`src/rtl/tpu_run_sequencer.sv`:
```
// rtl/tpu_run_sequencer.sv - run controller for the systolic TPU datapath
// Turns a start pulse into weight load, UB stream, drain, result write-back and a done pulse.

module tpu_run_sequencer #(
  parameter int ADDRESSSIZE  = 10,
  parameter int FIFO_ADDR_BW = 2,
  parameter int MATRIX_SIZE  = 16,
  parameter int WLOAD_CYCLES = 2,
  parameter int DRAIN_CYCLES = 31
) (
  input  logic                    clk,
  input  logic                    rstn,
  input  logic                    start,
  input  logic                    abort,
  input  logic [ADDRESSSIZE-1:0]  ub_base,
  input  logic [ADDRESSSIZE-1:0]  res_base,
  input  logic [FIFO_ADDR_BW-1:0] weight_sel,
  output logic                    busy,
  output logic                    done,
  output logic                    we_rl,
  output logic [FIFO_ADDR_BW-1:0] fifo_addr,
  output logic                    ub_rd_en,
  output logic [ADDRESSSIZE-1:0]  ub_rd_addr,
  output logic                    res_wr_en,
  output logic [ADDRESSSIZE-1:0]  res_wr_addr
);

  typedef enum logic [2:0] {IDLE, LOAD_W, STREAM, DRAIN, WB, DONE} state_t;

  localparam int MAX_A   = (WLOAD_CYCLES > MATRIX_SIZE) ? WLOAD_CYCLES : MATRIX_SIZE;
  localparam int MAX_LEN = (MAX_A > DRAIN_CYCLES) ? MAX_A : DRAIN_CYCLES;
  localparam int CNT_W   = (MAX_LEN > 1) ? $clog2(MAX_LEN) : 1;

  localparam logic [CNT_W-1:0] WL_LAST = CNT_W'(WLOAD_CYCLES - 1);
  localparam logic [CNT_W-1:0] MS_LAST = CNT_W'(MATRIX_SIZE - 1);
  localparam logic [CNT_W-1:0] DR_LAST = CNT_W'(DRAIN_CYCLES - 1);

  state_t                  state, state_next;
  logic [CNT_W-1:0]        cnt, cnt_next;
  logic [CNT_W-1:0]        k;
  logic [ADDRESSSIZE-1:0]  ub_base_q, res_base_q;
  logic [FIFO_ADDR_BW-1:0] wsel_q;
  logic                    accept;

  logic                    busy_n, done_n, we_rl_n, ub_rd_en_n, res_wr_en_n;
  logic [FIFO_ADDR_BW-1:0] fifo_addr_n;
  logic [ADDRESSSIZE-1:0]  ub_rd_addr_n, res_wr_addr_n;

  assign accept = (state == IDLE) && start && !abort;
  // Down-counter runs MS_LAST..0 in STREAM/WB, so the row index counts up.
  assign k = MS_LAST - cnt;

  always_comb begin
    state_next = state;
    cnt_next   = cnt;
    if (abort && state != IDLE) begin
      state_next = IDLE;
      cnt_next   = '0;
    end else begin
      unique case (state)
        IDLE: if (accept) begin
          state_next = LOAD_W;
          cnt_next   = WL_LAST;
        end
        LOAD_W: if (cnt == '0) begin
          state_next = STREAM;
          cnt_next   = MS_LAST;
        end else cnt_next = cnt - 1'b1;
        STREAM: if (cnt == '0) begin
          state_next = DRAIN;
          cnt_next   = DR_LAST;
        end else cnt_next = cnt - 1'b1;
        DRAIN: if (cnt == '0) begin
          state_next = WB;
          cnt_next   = MS_LAST;
        end else cnt_next = cnt - 1'b1;
        WB: if (cnt == '0) begin
          state_next = DONE;
          cnt_next   = '0;
        end else cnt_next = cnt - 1'b1;
        DONE: begin
          state_next = IDLE;
          cnt_next   = '0;
        end
        default: begin
          state_next = IDLE;
          cnt_next   = '0;
        end
      endcase
    end
  end

  // Output registers follow the current phase; abort zeroes flags and freezes addresses.
  always_comb begin
    busy_n        = 1'b0;
    done_n        = 1'b0;
    we_rl_n       = 1'b0;
    ub_rd_en_n    = 1'b0;
    res_wr_en_n   = 1'b0;
    fifo_addr_n   = fifo_addr;
    ub_rd_addr_n  = ub_rd_addr;
    res_wr_addr_n = res_wr_addr;
    if (!abort && state != IDLE) begin
      busy_n      = 1'b1;
      fifo_addr_n = wsel_q;
      done_n      = (state == DONE);
      we_rl_n     = (state == LOAD_W);
      if (state == STREAM) begin
        ub_rd_en_n   = 1'b1;
        ub_rd_addr_n = ub_base_q + ADDRESSSIZE'(k);
      end
      if (state == WB) begin
        res_wr_en_n   = 1'b1;
        res_wr_addr_n = res_base_q + ADDRESSSIZE'(k);
      end
    end
  end

  always_ff @(posedge clk or posedge rstn) begin
    if (rstn) begin
      state       <= IDLE;
      cnt         <= '0;
      ub_base_q   <= '0;
      res_base_q  <= '0;
      wsel_q      <= '0;
      busy        <= 1'b0;
      done        <= 1'b0;
      we_rl       <= 1'b0;
      fifo_addr   <= '0;
      ub_rd_en    <= 1'b0;
      ub_rd_addr  <= '0;
      res_wr_en   <= 1'b0;
      res_wr_addr <= '0;
    end else begin
      state       <= state_next;
      cnt         <= cnt_next;
      if (accept) begin
        ub_base_q  <= ub_base;
        res_base_q <= res_base;
        wsel_q     <= weight_sel;
      end
      busy        <= busy_n;
      done        <= done_n;
      we_rl       <= we_rl_n;
      fifo_addr   <= fifo_addr_n;
      ub_rd_en    <= ub_rd_en_n;
      ub_rd_addr  <= ub_rd_addr_n;
      res_wr_en   <= res_wr_en_n;
      res_wr_addr <= res_wr_addr_n;
    end
  end

endmodule

```
`config.mk`:
```
export PLATFORM = sky130hd
export DESIGN_NAME = tpu_run_sequencer
export DESIGN_NICKNAME = d
export VERILOG_FILES = /design/src/rtl/tpu_run_sequencer.sv
export SDC_FILE = /design/constraint.sdc
export NUM_CORES = 1
export LEC_CHECK = 0
export ABC_AREA = 1
export CAP_MARGIN = 20
export CORE_UTILIZATION = 55
export DETAILED_ROUTE_END_ITERATION = 8
export MAX_ROUTING_LAYER = met4
export PLACE_DENSITY = 0.84
export SLEW_MARGIN = 5
export SYNTH_ARGS = -nofsm -noshare
export SYNTH_HDL_FRONTEND = slang
export SYNTH_SLANG_ARGS = --single-unit
```
`constraint.sdc`:
```
create_clock -name clk -period 5.3 [get_ports clk]
set_clock_uncertainty 0.15 [all_clocks]
set_input_delay 1.06 -clock clk [delete_from_list [all_inputs] [get_ports clk]]
set_output_delay 1.06 -clock clk [all_outputs]
set_load 0.01 [all_outputs]
```
==> impl_metrics.tcl <==
set metrics [dict create \
    status "finished clean" \
    place_inst 478 \
    dpl.hpwl_um 4540 \
    yosys.area.top_type_share_pct 45.5 \
    relSlewSlack_pct 53.1 \
    drc_errors 0 \
    drtAntennaViolNets 0 \
    wl_um 6540 \
    cts_setup_buffers 0 \
    maxCapViolCount 0 \
    synthCells 360 \
    worst_setup_path_end_kind "flip-flop" \
    post-route-util_pct 70.9 \
    syn_nets 399 \
    seq_area_um2 1430 \
    start_util_pct 56.9 \
    syn_area_um2 3130 \
    required_ns 5.38 \
    cts_buffer_depth 2 \
    r2r_slack_ns 3.34 \
    grt.total_usage_pct 25.0 \
    diodes 0 \
    wl_per_cell_um 13.2 \
    instances_no_fill 494 \
    p_leak_nw 1.96 \
    worstHoldStart "ub_rd_addr[1]" \
    synth_top_area_cell "dfrtp_1" \
    ys_seq_area_share_pct 45.5 \
    fin_crit_ns 2.66 \
    min_to "ub_rd_addr[1]" \
    yosys-top-cells-area "dfrtp_1, nand2_1, nand3_1, ha_1, mux2_4" \
    grt_max_degree 58 \
    layout_setup_ws_ns 2.64 \
    path_cells "clkdlybuf4s50_1 -> nor2_4 -> nand2_4 -> mux2_2" \
    dpl_worst_slack_ns 2.28 \
    num_vias 2552 \
    worstPathMaxFanout 32 \
    fin_tns_setup_ns 0 \
    htreeDepth 3 \
    yosys_warnings 0 \
    critPathArrivalTime_ns 2.74 \
    die_area_um2 6000 \
    multi_input_comb_area_um2 1500 \
    cellPowerDensity_nw_per_um2 642 \
    antenna_found_initial 0 \
    overflow 0 \
    syn_avg_cell_area_um2 8.70 \
    ir_drop_mv 0.353 \
    layout_common_cells "nand2_1, dfrtp_1, clkdlybuf4s50_1" \
    final_layout_size_suffix_gt1_share_pct 14.5 \
    worstMarginPinSlew_ns 0.704 \
    ys_types 34 \
    reg2reg_depth 7 \
    io_buffers 52 \
    syn_to_final_growth_pct 24.7 \
    rsz0062_at_grt "false" \
    critical_path_class "in -> reg" \
    die_w_um 77.5 \
    drt_iter0_markers 119 \
    hold_viol 0 \
    worstSkewPairLatency_ns 0.35 \
    postCtsHoldBufs 0 \
    rows 27 \
    layout_commonest_cell "nand2_1" \
    cts_tree "built" \
    design.core.area_um2 5510 \
    cts_inserted_buffers 9 \
    grt_pass1_vias 2512 \
    nNetsFinal 456 \
    die_h_um 77.5 \
    crit_path_start_kind "input pin" \
    hp-class "reg -> reg" \
    cpPeakStageDelay_ns 0.79 \
    final.period_utilization_pct 50.2 \
    r2r_start "cnt[0]" \
    whs_path_depth 2 \
    path_clk_slew_ns 0.07 \
    timing.rr.end "res_wr_addr[4]" \
    fmax_mhz 376 \
    via_per_inst 5.17 \
    cts-root-buf "clkbuf_8" \
    fill_cells 419 \
    drt-pass1-iter-count 4 \
    setup_viol 0 \
    slew_violations 0 \
    ios 53 \
    crit_slowest_cell "clkdlybuf4s50_1" \
    post_cts_resized 0 \
    cts.sinks 57 \
    ys_ff_latch 57 \
    gp_congestion 0.925 \
    grt_pass1_wl_um 11000 \
]
## kinds of logic (layout without fill, tap and decap cells)
group,Yosys count,in the layout,share of synthesized area (%)
xor gates and xnor gates,8,8,2.24
AOI/OAI and AO/OA,29,29,5.99
adders and majority gates,13,13,5.67
and+or+nand+nor,199,199,28.4
muxes,12,12,5.39
buffers and inverters,42,104,6.71
DFF,57,57,45.5
## registers in the layout, summed over array words and instances (netlist names)
register	flops
busy	1
cnt	5
done	1
fifo_addr	2
res_base_q	10
res_wr_addr	10
res_wr_en	1
state	3
ub_base_q	10
ub_rd_addr	10
ub_rd_en	1
we_rl	1
wsel_q	2
## worst max-delay path, delay by kind of cell
family / cells / cell delay [ns]
buffers and inverters: 1 / 0.79
multiplexers: 1 / 0.40
AND/OR/NAND/NOR: 2 / 0.49
## final cells by class
| type | instances | area share [%] |
|---|---|---|
| clock inverter | 4 | 1.92 |
| sequential | 57 | 36.5 |
| multi-input combinational | 261 | 38.3 |
| clock buffer | 12 | 3.97 |
| tap | 72 | 2.31 |
| inverter | 35 | 3.43 |
| timing repair buffer | 53 | 13.5 |
## worst max-delay path by stage
stage	endpoint	depth (start not counted)	start
floorplan	busy	1	rstn
global placement	res_base_q[1]	4	abort
detailed placement	res_base_q[0]	4	abort
CTS	res_base_q[0]	4	abort
global route	res_base_q[1]	4	abort
finish	res_base_q[0]	4	abort
## metrics by stage
step,cell area [um^2],power [W],hold WS (ns)
floorplan,3130,0.00165,0.299
global placement,3670,0.00197,0.302
detailed placement,3670,0.00201,0.309
CTS,3900,0.00251,0.324
global route,3900,0.00271,0.349
finish,3900,0.00251,0.320
## report_power, final
part | switching, W | internal (W)
logic | 0.000693 | 0.000570
clock network | 0.000181 | 0.000290
registers | 0.000143 | 0.000627
## metal layers
metal | share of wire, % | GRT usage [%] | wire length (um) | up-vias
met3 | 5.6 | 7.18 | 365 | 19
li1 | - | - | - | 1269
met1 | 45 | 28.9 | 2910 | 1187
met4 | 2.8 | 13.2 | 184 | 0
met2 | 47 | 39.6 | 3080 | 77
met5 | 0 | - | 0 | -
## synthesized netlist by cell type, drive strengths merged
cell,count
nand2,118
dfrtp,57
nand3,41
inv,35
nor2,32
a21oi,15
o21ai,13
mux2,12
ha,11
xnor2,7
buf,5
nand4,4
clkbuf,2
fa,2
or2,2
nor3,1
nor4,1
o22ai,1
xor2,1
No activity file was read; power rests on OpenSTA's default activity.
